==> src/rtl/cpu_pkg.sv <==
// Shared types and constants for the 16-bit pipelined CPU.
package cpu_pkg;

  typedef enum logic [1:0] {
    IDLE,
    FETCH,
    DRAIN,
    HALTED
  } fetch_state_t;

  localparam int              OPC_W     = 4;
  localparam logic [OPC_W-1:0] HALT_OPC = 4'hF;
  localparam logic [15:0]     INSTR_NOP = 16'h0000;

endpackage

==> src/rtl/fetch_hold_buf.sv <==
// One-entry skid buffer that parks a fetched instruction while decode is stalled.
module fetch_hold_buf #(
  parameter int INSTR_W = 16,
  parameter int ADDR_W  = 16
) (
  input  logic               clk_i,
  input  logic               rst_i,
  input  logic               load_i,
  input  logic               unload_i,
  input  logic               clear_i,
  input  logic [INSTR_W-1:0] instr_i,
  input  logic [ADDR_W-1:0]  pc_plus2_i,
  output logic               valid_o,
  output logic [INSTR_W-1:0] instr_o,
  output logic [ADDR_W-1:0]  pc_plus2_o
);

  logic               valid_q;
  logic [INSTR_W-1:0] instr_q;
  logic [ADDR_W-1:0]  pc_plus2_q;

  // Clear (redirect) beats load; the payload is left stale since valid gates it.
  always_ff @(posedge clk_i) begin
    if (rst_i) begin
      valid_q    <= 1'b0;
      instr_q    <= '0;
      pc_plus2_q <= '0;
    end else if (clear_i) begin
      valid_q <= 1'b0;
    end else if (load_i) begin
      valid_q    <= 1'b1;
      instr_q    <= instr_i;
      pc_plus2_q <= pc_plus2_i;
    end else if (unload_i) begin
      valid_q <= 1'b0;
    end
  end

  assign valid_o    = valid_q;
  assign instr_o    = instr_q;
  assign pc_plus2_o = pc_plus2_q;

endmodule

==> src/rtl/fetch_stage.sv <==
// Instruction-fetch stage: owns the PC, talks to instruction memory and fills IF/ID.
// Handles memory wait states, hazard stalls, redirects from ID and HLT.
module fetch_stage #(
  parameter int              ADDR_W   = 16,
  parameter int              INSTR_W  = 16,
  parameter logic [ADDR_W-1:0] RESET_PC = '0,
  parameter logic [3:0]      HALT_OPC = cpu_pkg::HALT_OPC
) (
  input  logic               clk_i,
  input  logic               rst_i,
  input  logic               stall_i,
  input  logic               br_taken_i,
  input  logic [ADDR_W-1:0]  br_target_i,
  output logic               imem_req_o,
  output logic [ADDR_W-1:0]  imem_addr_o,
  input  logic               imem_rdy_i,
  input  logic [INSTR_W-1:0] imem_data_i,
  output logic               ifid_valid_o,
  output logic [INSTR_W-1:0] ifid_instr_o,
  output logic [ADDR_W-1:0]  ifid_pc_plus2_o,
  output logic [ADDR_W-1:0]  pc_o,
  output logic               halted_o
);

  import cpu_pkg::*;

  fetch_state_t       state_q, state_d;
  logic [ADDR_W-1:0]  pc_q, drain_addr_q, pc_plus2, br_addr;
  logic               ifid_valid_q;
  logic [INSTR_W-1:0] ifid_instr_q;
  logic [ADDR_W-1:0]  ifid_pc_plus2_q;
  logic               hold_valid;
  logic [INSTR_W-1:0] hold_instr;
  logic [ADDR_W-1:0]  hold_pc_plus2;
  logic               fetch_done, is_halt;

  assign pc_plus2   = pc_q + ADDR_W'(2);
  assign br_addr    = br_target_i & ~ADDR_W'(1);
  assign fetch_done = (state_q == FETCH) && !hold_valid && imem_rdy_i;
  assign is_halt    = (imem_data_i[INSTR_W-1 -: OPC_W] == HALT_OPC);

  fetch_hold_buf #(.INSTR_W(INSTR_W), .ADDR_W(ADDR_W)) u_hold (
    .clk_i      (clk_i),
    .rst_i      (rst_i),
    .load_i     (fetch_done && stall_i),
    .unload_i   (hold_valid && !stall_i),
    .clear_i    (br_taken_i),
    .instr_i    (imem_data_i),
    .pc_plus2_i (pc_plus2),
    .valid_o    (hold_valid),
    .instr_o    (hold_instr),
    .pc_plus2_o (hold_pc_plus2)
  );

  // A redirect while a request is still waiting must let that request finish at its old address.
  always_comb begin
    state_d     = state_q;
    imem_req_o  = 1'b0;
    imem_addr_o = pc_q;
    unique case (state_q)
      IDLE:   state_d = FETCH;
      FETCH: begin
        imem_req_o = !hold_valid;
        if (br_taken_i) begin
          if (!hold_valid && !imem_rdy_i) state_d = DRAIN;
        end else if (fetch_done && is_halt) begin
          state_d = HALTED;
        end
      end
      DRAIN: begin
        imem_req_o  = 1'b1;
        imem_addr_o = drain_addr_q;
        if (imem_rdy_i) state_d = FETCH;
      end
      HALTED: if (br_taken_i) state_d = FETCH;
      default: state_d = IDLE;
    endcase
  end

  always_ff @(posedge clk_i) begin
    if (rst_i) begin
      state_q         <= IDLE;
      pc_q            <= RESET_PC;
      drain_addr_q    <= '0;
      ifid_valid_q    <= 1'b0;
      ifid_instr_q    <= INSTR_NOP;
      ifid_pc_plus2_q <= '0;
    end else begin
      state_q <= state_d;
      if (state_q == FETCH && br_taken_i && !hold_valid && !imem_rdy_i)
        drain_addr_q <= pc_q;
      if (br_taken_i) begin
        pc_q         <= br_addr;
        ifid_valid_q <= 1'b0;
      end else begin
        // HLT stays at its own address so a later redirect is the only way out.
        if (fetch_done && !is_halt) pc_q <= pc_plus2;
        if (!stall_i) begin
          if (fetch_done) begin
            ifid_valid_q    <= 1'b1;
            ifid_instr_q    <= imem_data_i;
            ifid_pc_plus2_q <= pc_plus2;
          end else if (hold_valid) begin
            ifid_valid_q    <= 1'b1;
            ifid_instr_q    <= hold_instr;
            ifid_pc_plus2_q <= hold_pc_plus2;
          end else begin
            ifid_valid_q <= 1'b0;
          end
        end
      end
    end
  end

  assign ifid_valid_o    = ifid_valid_q;
  assign ifid_instr_o    = ifid_instr_q;
  assign ifid_pc_plus2_o = ifid_pc_plus2_q;
  assign pc_o            = pc_q;
  assign halted_o        = (state_q == HALTED);

endmodule
==> config.mk <==
export PLATFORM = sky130hd
export DESIGN_NAME = fetch_stage
export DESIGN_NICKNAME = d
export VERILOG_FILES = /design/src/rtl/cpu_pkg.sv /design/src/rtl/fetch_hold_buf.sv /design/src/rtl/fetch_stage.sv
export SDC_FILE = /design/constraint.sdc
export NUM_CORES = 1
export LEC_CHECK = 0
export BUFFER_PORTS_ARGS = -buffer_cell sky130_fd_sc_hd__buf_2
export CORE_ASPECT_RATIO = 0.7
export CORE_MARGIN = 1.5
export CORE_UTILIZATION = 55
export CTS_CLUSTER_SIZE = 16
export DETAILED_ROUTE_END_ITERATION = 6
export PLACE_DENSITY_LB_ADDON = 0.1
export SYNTH_ARGS = -nofsm -noshare
export SYNTH_HDL_FRONTEND = slang
export SYNTH_HIERARCHICAL = 1
export SYNTH_SLANG_ARGS = --single-unit
==> constraint.sdc <==
create_clock -name clk_i -period 2.65 [get_ports clk_i]
set_clock_uncertainty 0.1 [all_clocks]
set_input_delay 0.265 -clock clk_i [delete_from_list [all_inputs] [get_ports clk_i]]
set_output_delay 0.265 -clock clk_i [all_outputs]
set_load 0.02 [all_outputs]
==> out/results.ini <==
[place]
dpl-instance-area_um2=5445
globalplace.congestion=0.8575
hpwlAfterDp_um=8229
dp.cells=774
dpl_worst_slack_ns=0.4052
port_buffers=100

[synthesis]
synth_edf_count=0
ys.flop_type=dfxtp_1
synthCells=592
yosys.area.top_type=dfxtp_1
ys_seq_area_share_pct=39.89
synth_cell_type_count=50
synth.avg_cell_area_um2=8.308
ys_seq_elements=98
yosys_warnings=6
synthesis.area_um2=4918
synth_top_area_share_pct=39.89
async_flop_share_pct=0
ys_top_cells_by_area=dfxtp_1 (40%), nand2_1 (7.4%), nand4bb_1 (7.3%)

[grt]
grt_max_degree=76
grt_pass1_wl_um=20230
grt_antenna_before_repair=0
grt_use_total_pct=27.05
grt_pass1_vias=4132
grt_overflow=0

[sta]
hold_violations=0
whs_ns=0.06678
slew_viol_final=0
grt_setup_unrepaired=false
worst_pin_slew_ns=0.7760
relSlewSlack_pct=48.26
finalCriticalPeriod_ns=2.356
report.final.setup_viol=0
fin_setup_tns_ns=0
fin_crit_sh_pct=88.90
fmax_mhz=424.5
fin_ws_ns=0.2942

[final_layout]
drive_gt1_share_pct=23.13
final_area_um2=5761
register_area_um2=1962
final_common_cell=buf_2
area_delta_synth_final_pct=17.12
final_cell_mix=buf_2 (100), dfxtp_1 (98), nand2_1 (97)
multiInputGateArea_um2=2648
num-fill-cells=743
n_antenna_cell=0
instances_no_fill=790
fin_nets=706
final_util_pct=67.39

[drt]
wl_per_cell_um=15.76
drt-initial-drc-count=358
drc=0
vias_per_cell=5.709
via_count=4510
dr.pass1.iters=5
ant_nets=0
wl_um=12450

[clock_tree]
cts_tree=yes
cts_hold_buf=0
htree_levels=3
clk_pin_slew_ns=0.07
clkLatencyLatePin_ns=0.35
cts_resized=0
postCtsSetupRepairBufs=0
numClockSinks=98
clock_path_buffers=2
clock-root-buffer=clkbuf_16
numCtsBuffers=9

[worst_setup_path]
critPathMaxFanout=18
r2r_slack_ns=0.36
endpoint_kind=output pin
critPathArrivalTime_ns=1.99
required_ns=2.29
criticalPathCategory=flop to output pin
start_kind=flop

[run_status]
status=complete, no violations

[die]
die_y_um=82.12
fp.dieW_um=116.0
start_util_pct=57.54
ios=104
dieArea_um2=9528
rows=28
core_region_area_um2=8548

[power_and_ir_drop]
p_leak_nw=2.285
p_per_area_nw_per_um2=603.0
peakVddDrop_v=0.0004179
p_total_mw=3.474

[worst_hold_path]
hold_class=input pin to flop

[run]
drv_cap=0

==> logic make-up after synthesis <==
| logic type | count (synthesis) | synth area share, % |
|---|---|---|
| other cells | 1 | 0.07624 |
| compound gates | 126 | 15.72 |
| flops | 98 | 39.89 |
| simple gates | 259 | 29.92 |
| xor+xnor | 23 | 4.096 |
| mux | 12 | 2.747 |
| buf+inv | 69 | 6.538 |
| fa+ha+maj | 4 | 1.018 |
==> state kept, by name (all words and copies together), names as in the netlist <==
signal and count:
pc_o 15, ifid_instr_o 16, ifid_valid_o 1, drain_addr_q 15
u_hold/instr_o 16, state_q 2, u_hold/valid_o 1, u_hold/pc_plus2_o 16
ifid_pc_plus2_o 16
==> path summary, 6_finish.rpt <==
kind / startpoint / end / cells past startpoint
max: state_q[0]$_SDFFE_PP0P_ / imem_addr_o[9] / 4
min: br_target_i[6] / pc_o[6]$_SDFFE_PP0P_ / 3
max reg2reg: pc_o[2]$_SDFFE_PP0P_ / ifid_pc_plus2_o[13]$_SDFFE_PP0P_ / 6
min reg2reg: ifid_pc_plus2_o[7]$_SDFFE_PP0P_ / ifid_pc_plus2_o[7]$_SDFFE_PP0P_ / 2
==> critical path, stage by stage, from the launching register on <==
cell     delay, ns
dfxtp_1       0.34
inv_1         0.07
ha_1          0.65
mux2_2        0.41
buf_2         0.16
==> synthesized netlist by cell type, types with 2 or more instances <==
library cell  instances
nand3_1              10
clkbuf_1             24
or4_1                 2
ha_1                  4
clkbuf_2              2
and3_1                4
buf_1                 4
xor2_1               13
xnor2_1              10
mux2_2               12
nand2_1              97
nand2b_1             35
nor2_1               42
a31oi_1               2
o21ai_0              16
o21ai_1              31
o211ai_1              4
nor2b_1               4
inv_1                12
a311oi_1             17
and4_1                6
nor4_1                2
nand4_1               7
nor3_1                8
buf_2                18
nand4bb_1            32
o221a_2               3
dfxtp_1              98
a21oi_1              39
buf_4                 8
or3_1                 2
a211oi_1              6
==> per-layer routing <==
metal / GRT usage [%] / wire, µm / share of wire, %
met1: 36.87 / 5948 / 48
met2: 43.94 / 5781 / 46
met3: 5.766 / 602 / 4.8
met4: 7.195 / 116 / 0.93
met5: 0 / 0 / 0
==> power breakdown <==
part	internal, mW	switching [mW]	total [mW]
clock	0.807	0.553	1.36
combinational	0.200	0.342	0.542
sequential	1.52	0.0485	1.57
==> layout make-up <==
type	count	area share, %
flip-flops and latches	98	34.06
clock inverters	4	0.8471
well taps	120	2.606
clock buffers	12	4.626
inverters	12	0.7819
repair buffers	117	11.12
multi-input cells	427	45.96
Power figures use the tool's default switching activity.
